[config.mk]
export PLATFORM = sky130hd
export DESIGN_NAME = sa_ctrl
export DESIGN_NICKNAME = d
export VERILOG_FILES = /design/src/rtl/sa_ctrl.sv
export SDC_FILE = /design/constraint.sdc
export NUM_CORES = 1
export LEC_CHECK = 0
export ABC_CLOCK_PERIOD_IN_PS = 3900
export CAP_MARGIN = 15
export CORE_MARGIN = 4
export CORE_UTILIZATION = 50
export DETAILED_ROUTE_END_ITERATION = 16
export GPL_ROUTABILITY_DRIVEN = 1
export HOLD_SLACK_MARGIN = 0.05
export PLACE_DENSITY_LB_ADDON = 0.3
export SLEW_MARGIN = 20
export SYNTH_ARGS = -nofsm -noshare
export SYNTH_HDL_FRONTEND = slang
export SYNTH_SLANG_ARGS = --single-unit
[constraint.sdc]
create_clock -name clk -period 3.9 [get_ports clk]
set_input_delay 1.17 -clock clk [delete_from_list [all_inputs] [get_ports clk]]
set_output_delay 1.17 -clock clk [all_outputs]
set_load 0.01 [all_outputs]
[src/rtl/sa_ctrl.sv]
// Job sequencer for an N x N weight-stationary systolic array: loads W, streams
// skewed activation rows, deskews the bottom-row outputs and writes result rows.
module sa_ctrl #(
  parameter int unsigned N     = 4,
  parameter int unsigned WIDTH = 16,
  parameter int unsigned AW    = 8
) (
  input  logic                 clk,
  input  logic                 rst_n,
  input  logic                 i_start,
  input  logic [AW:0]          i_m,
  output logic                 o_busy,
  output logic                 o_done,
  output logic [AW-1:0]        o_wmem_addr,
  input  logic [N*WIDTH-1:0]   i_wmem_data,
  output logic [AW-1:0]        o_amem_addr,
  input  logic [N*WIDTH-1:0]   i_amem_data,
  output logic [N*WIDTH-1:0]   o_row_a,
  output logic [N-1:0]         o_row_a_vld,
  output logic [N-1:0]         o_load_col,
  output logic [N*WIDTH-1:0]   o_col_c,
  output logic [N-1:0]         o_col_c_vld,
  input  logic [N*WIDTH-1:0]   i_col_c,
  input  logic [N-1:0]         i_col_c_vld,
  output logic                 o_rmem_we,
  output logic [AW-1:0]        o_rmem_addr,
  output logic [N*WIDTH-1:0]   o_rmem_data
);

  localparam int unsigned CW = AW + 1;

  typedef enum logic [2:0] {IDLE, LOAD, STREAM, DRAIN, DONE} state_t;

  state_t                    state, nxt;
  logic [CW-1:0]             m_cnt, k_cnt, in_cnt, out_cnt;
  logic                      w_req, w_dv, a_req, a_dv;
  logic [AW-1:0]             w_idx;
  logic [N-1:0][WIDTH-1:0]   skew_data, algn_data;
  logic [N-1:0]              skew_vld, algn_vld;
  logic                      wr_fire_c;

  assign o_col_c   = '0;
  assign wr_fire_c = (&algn_vld) && (state == STREAM || state == DRAIN);

  // Row r of the activation word gets r extra delay stages.
  for (genvar r = 0; r < N; r++) begin : g_skew
    if (r == 0) begin : g_direct
      assign skew_data[r] = i_amem_data[0 +: WIDTH];
      assign skew_vld[r]  = a_dv;
    end else begin : g_dly
      logic [WIDTH-1:0] sd [r];
      logic             sv [r];
      always_ff @(posedge clk or negedge rst_n) begin
        if (!rst_n) begin
          for (int j = 0; j < r; j++) begin
            sd[j] <= '0;
            sv[j] <= 1'b0;
          end
        end else begin
          sd[0] <= i_amem_data[r*WIDTH +: WIDTH];
          sv[0] <= a_dv;
          for (int j = 1; j < r; j++) begin
            sd[j] <= sd[j-1];
            sv[j] <= sv[j-1];
          end
        end
      end
      assign skew_data[r] = sd[r-1];
      assign skew_vld[r]  = sv[r-1];
    end
  end

  // Column c is held N-1-c cycles so every column lines up with the last one.
  for (genvar c = 0; c < N; c++) begin : g_dsk
    if (c == N - 1) begin : g_direct
      assign algn_data[c] = i_col_c[c*WIDTH +: WIDTH];
      assign algn_vld[c]  = i_col_c_vld[c];
    end else begin : g_dly
      localparam int unsigned D = N - 1 - c;
      logic [WIDTH-1:0] dd [D];
      logic             dv [D];
      always_ff @(posedge clk or negedge rst_n) begin
        if (!rst_n) begin
          for (int j = 0; j < int'(D); j++) begin
            dd[j] <= '0;
            dv[j] <= 1'b0;
          end
        end else begin
          dd[0] <= i_col_c[c*WIDTH +: WIDTH];
          dv[0] <= i_col_c_vld[c];
          for (int j = 1; j < int'(D); j++) begin
            dd[j] <= dd[j-1];
            dv[j] <= dv[j-1];
          end
        end
      end
      assign algn_data[c] = dd[D-1];
      assign algn_vld[c]  = dv[D-1];
    end
  end

  // Next state; with M = 0 LOAD lingers until the weight words have been presented.
  always_comb begin
    nxt = state;
    case (state)
      IDLE:   if (i_start) nxt = LOAD;
      LOAD: begin
        if (m_cnt != '0 && k_cnt == CW'(N - 1))      nxt = STREAM;
        else if (m_cnt == '0 && k_cnt == CW'(N + 1)) nxt = DONE;
      end
      STREAM: if (in_cnt == m_cnt) nxt = DRAIN;
      DRAIN:  if (o_rmem_we && out_cnt == m_cnt) nxt = DONE;
      DONE:   nxt = IDLE;
      default: nxt = IDLE;
    endcase
  end

  always_ff @(posedge clk or negedge rst_n) begin
    if (!rst_n) begin
      state       <= IDLE;
      m_cnt       <= '0;
      k_cnt       <= '0;
      in_cnt      <= '0;
      out_cnt     <= '0;
      w_req       <= 1'b0;
      w_dv        <= 1'b0;
      w_idx       <= '0;
      a_req       <= 1'b0;
      a_dv        <= 1'b0;
      o_busy      <= 1'b0;
      o_done      <= 1'b0;
      o_wmem_addr <= '0;
      o_amem_addr <= '0;
      o_row_a     <= '0;
      o_row_a_vld <= '0;
      o_load_col  <= '0;
      o_col_c_vld <= '0;
      o_rmem_we   <= 1'b0;
      o_rmem_addr <= '0;
      o_rmem_data <= '0;
    end else begin
      state  <= nxt;
      o_busy <= (nxt != IDLE);
      o_done <= (nxt == DONE);
      w_req  <= 1'b0;
      a_req  <= 1'b0;
      case (state)
        IDLE: if (i_start) begin
          m_cnt       <= i_m;
          k_cnt       <= '0;
          in_cnt      <= '0;
          out_cnt     <= '0;
          o_wmem_addr <= '0;
          w_req       <= 1'b1;
        end
        LOAD: begin
          k_cnt <= k_cnt + CW'(1);
          if (k_cnt < CW'(N - 1)) begin
            o_wmem_addr <= AW'(k_cnt + CW'(1));
            w_req       <= 1'b1;
          end
          if (nxt == STREAM) begin
            o_amem_addr <= '0;
            in_cnt      <= CW'(1);
            a_req       <= 1'b1;
          end
        end
        STREAM: if (nxt != DRAIN) begin
          o_amem_addr <= in_cnt[AW-1:0];
          in_cnt      <= in_cnt + CW'(1);
          a_req       <= 1'b1;
        end
        default: ;
      endcase

      w_dv  <= w_req;
      w_idx <= o_wmem_addr;
      a_dv  <= a_req;

      // Weight words pass through unskewed; activations only while their row is valid.
      for (int r = 0; r < int'(N); r++) begin
        o_row_a[r*WIDTH +: WIDTH] <= w_dv ? i_wmem_data[r*WIDTH +: WIDTH]
                                          : (skew_vld[r] ? skew_data[r] : '0);
      end
      for (int j = 0; j < int'(N); j++) begin
        o_load_col[j] <= w_dv && (w_idx == AW'(j));
      end
      o_row_a_vld <= skew_vld;
      o_col_c_vld <= skew_vld;

      o_rmem_we <= wr_fire_c;
      if (wr_fire_c) begin
        o_rmem_addr <= out_cnt[AW-1:0];
        o_rmem_data <= algn_data;
        out_cnt     <= out_cnt + CW'(1);
      end
    end
  end

endmodule

==> results.ini <==
[run_status]
outcome=complete, no violations

[critical_path]
critPathLaunch=o_col_c_vld[0]
r2r_slack_ns=1.57
slowest_delay_ns=0.62
path_buf_inv=1
cp_data_arrival_time_ns=1.59
path_max_fanout=4
startpoint_type=flop
crit_path_end_kind=output pin
timing.rr.start=k_cnt[3]
cp_top_family=buffers and inverters
crit_chain=clkdlybuf4s50_1
slowest_stage=clkdlybuf4s50_1
cp.required_ns=2.73
critPathKind=flop to output pin

[layout]
final_util_pct=71.22
nNetsFinal=1493
fillers=1751
drive_gt1_share_pct=13.32
syn_to_final_growth_pct=39.70

[synthesis]
synth.area.top_cells=dfrtp_1 (75%), mux2_2 (6.0%), a22o_1 (4.7%)
synthArstFlopShare_pct=100.0
ys.flop_type=dfrtp_1
ys_seq_area_share_pct=74.83
syn_area_mm2=0.01378
synth_top_cell_area_share_pct=74.83
yosysWarnings=0
synth-seq-cells=412
synthCells=892
syn_avg_cell_area_um2=15.45
yosys.cell_count.top_type=dfrtp_1
synth_area_leader_cell=dfrtp_1
ys_types=48
synth-edff-count=0
synthTopCellsByCount=dfrtp_1 (412), a22o_1 (74), mux2_2 (73), buf_4 (69), nand2_1 (57)

[pwr]
powerDensity_mw_per_mm2=711.7
peakVddDrop_mv=0.5161
leakage_uw=0.008678

[cts]
clk_pin_slew_ns=0.06
insertion_delay_ns=0.53
cts_made_buffers=42
cts_resized=0
htreeDepth=2
clockBufferDepth=3
root_buffer=clkbuf_16
cts_num_sinks=412
hold_buffers=0
cts_setup_buffers=0
tritoncts=built

[timing]
setup_viol=0
fmax_mhz=362.7
worst_pin_slew_ns=1.042
report.final.slew_viol_count=0
rsz0062_at_grt=no
max_slew_margin_pct=30.36
fin_setup_tns_ns=0
period_share_pct=70.70
setup_ws_ns=1.143
finalHoldViolCount=0
final.min_clock_period_ns=2.757
fin_skew_ns=0.01935

[die]
core_region_area_mm2=0.02703
ios=439
rows=60
die_w_um=174
fp.dieH_um=174
dieArea_mm2=0.03028
start_util_pct=50.98

[grt]
overflow=0
grt_pass1_vias=8871
use_met2_pct=38.78
grt_first_pass_wirelength_mm=52.24
met3_usage_pct=8.003
top_usage_layer=met2
antenna_found_initial=1
grt_max_degree=86
gr-usage-met1_pct=25.84
grt_usage_pct=22.02

[detailed_routing]
avgViaCountPerCell=5.019
route.detailed.drc=0
vias=8317
first_pass_iters=4
wl_per_cell_um=20.40
wirelength_mm=33.80
initialDrtViolationCount=401
final_antenna_net_count=0

[worst_hold_path]
worstHoldStart=w_req
hp-class=flop to flop

[job]
timing.max_cap.violations=0

[place]
port_buffers=374
pre_cts_ws_ns=0.7844
place.gp.congestion=0.8573
place_hpwl_mm=23.81

## area by class of cell
type                       instances  area, um^2  area share, %
tap                              341       426.7          2.217
inverter                           8       30.03         0.1560
sequential                       412       10310          53.57
timing repair buffer             388        3929          20.41
clock buffer                      54        1187          6.169
multi-input combinational        429        3035          15.77
antenna                            2       5.005        0.02600
clock inverter                    23       324.1          1.684
## sequential cells by signal, indices dropped and copies added, names as in the netlist, 2 cells and up
register         cells
in_cnt               9
o_col_c_vld          4
o_wmem_addr          8
g_dsk.g_dly.dd      64
g_skew.g_dly.sd     96
algn_data           32
m_cnt                9
o_rmem_data         64
k_cnt                9
o_amem_addr          8
w_idx                8
algn_vld             2
o_row_a             64
o_load_col           4
o_rmem_addr          8
g_dsk.g_dly.dv       4
out_cnt              9
state                3
## layer usage
layer	part of all wire (%)	vias to the layer above	routed length [um]
met1	36	4208	12250
li1	-	3730	-
met4	2.3	0	787
met3	9.2	40	3112
met2	52	339	17650
met5	0	-	0
## cells in the final DEF (no fill, tap or decap), drive strengths merged, types with 8 or more instances in the layout
cell type | synthesis | final
dfrtp | 412 | 412
clkdlybuf4s50 | 0 | 373
a22o | 74 | 74
mux2 | 73 | 73
conb | 1 | 64
nand2 | 57 | 57
clkbuf | 35 | 54
o21ai | 24 | 24
buf | 71 | 15
xnor2 | 14 | 14
clkinv | 0 | 13
nor2 | 12 | 12
a31oi | 10 | 10
nand3 | 9 | 9
and3 | 9 | 9
inv | 8 | 9
nand4 | 8 | 8
nor3 | 8 | 8
and2 | 8 | 8
## kinds of logic after synthesis
logic type	Yosys count	share of synthesized area, %
muxes	78	6.329
and+or+nand+nor	136	5.004
DFF	412	74.83
other	1	0.02722
AOI/OAI and AO/OA	127	7.183
buffers and inverters	114	4.995
xor gates and xnor gates	20	1.271
adders and majority gates	4	0.3633
## worst paths after layout
path,endpoint,cells past startpoint
worst min register to register,w_dv,0
min in group asynchronous,o_rmem_data[36],1
max in group asynchronous,g_skew[1].g_dly.sd[10],2
worst min-delay path,w_dv,0
worst max-delay path,o_row_a_vld[0],1
worst max register to register,o_amem_addr[7],5
## metrics by stage
stage                     hold slack (ns)  cell area (um^2)  power (uW)  instances
after floorplan                    0.3312             14010        7343        955
after global placement             0.3314             17720        9423       1578
after detailed placement           0.3347             17720        9532       1578
after CTS                          0.3399             19240       13860       1655
after global routing               0.3495             19250       14370       1656
final                              0.3373             19250       13700       1657
## report_power, final
part           internal, uW  total, uW  switching [uW]
Combinational          2060       3670            1610
Sequential             5170       5770             607
Clock                  2630       4260            1630
(Power assumes the default switching activity.)
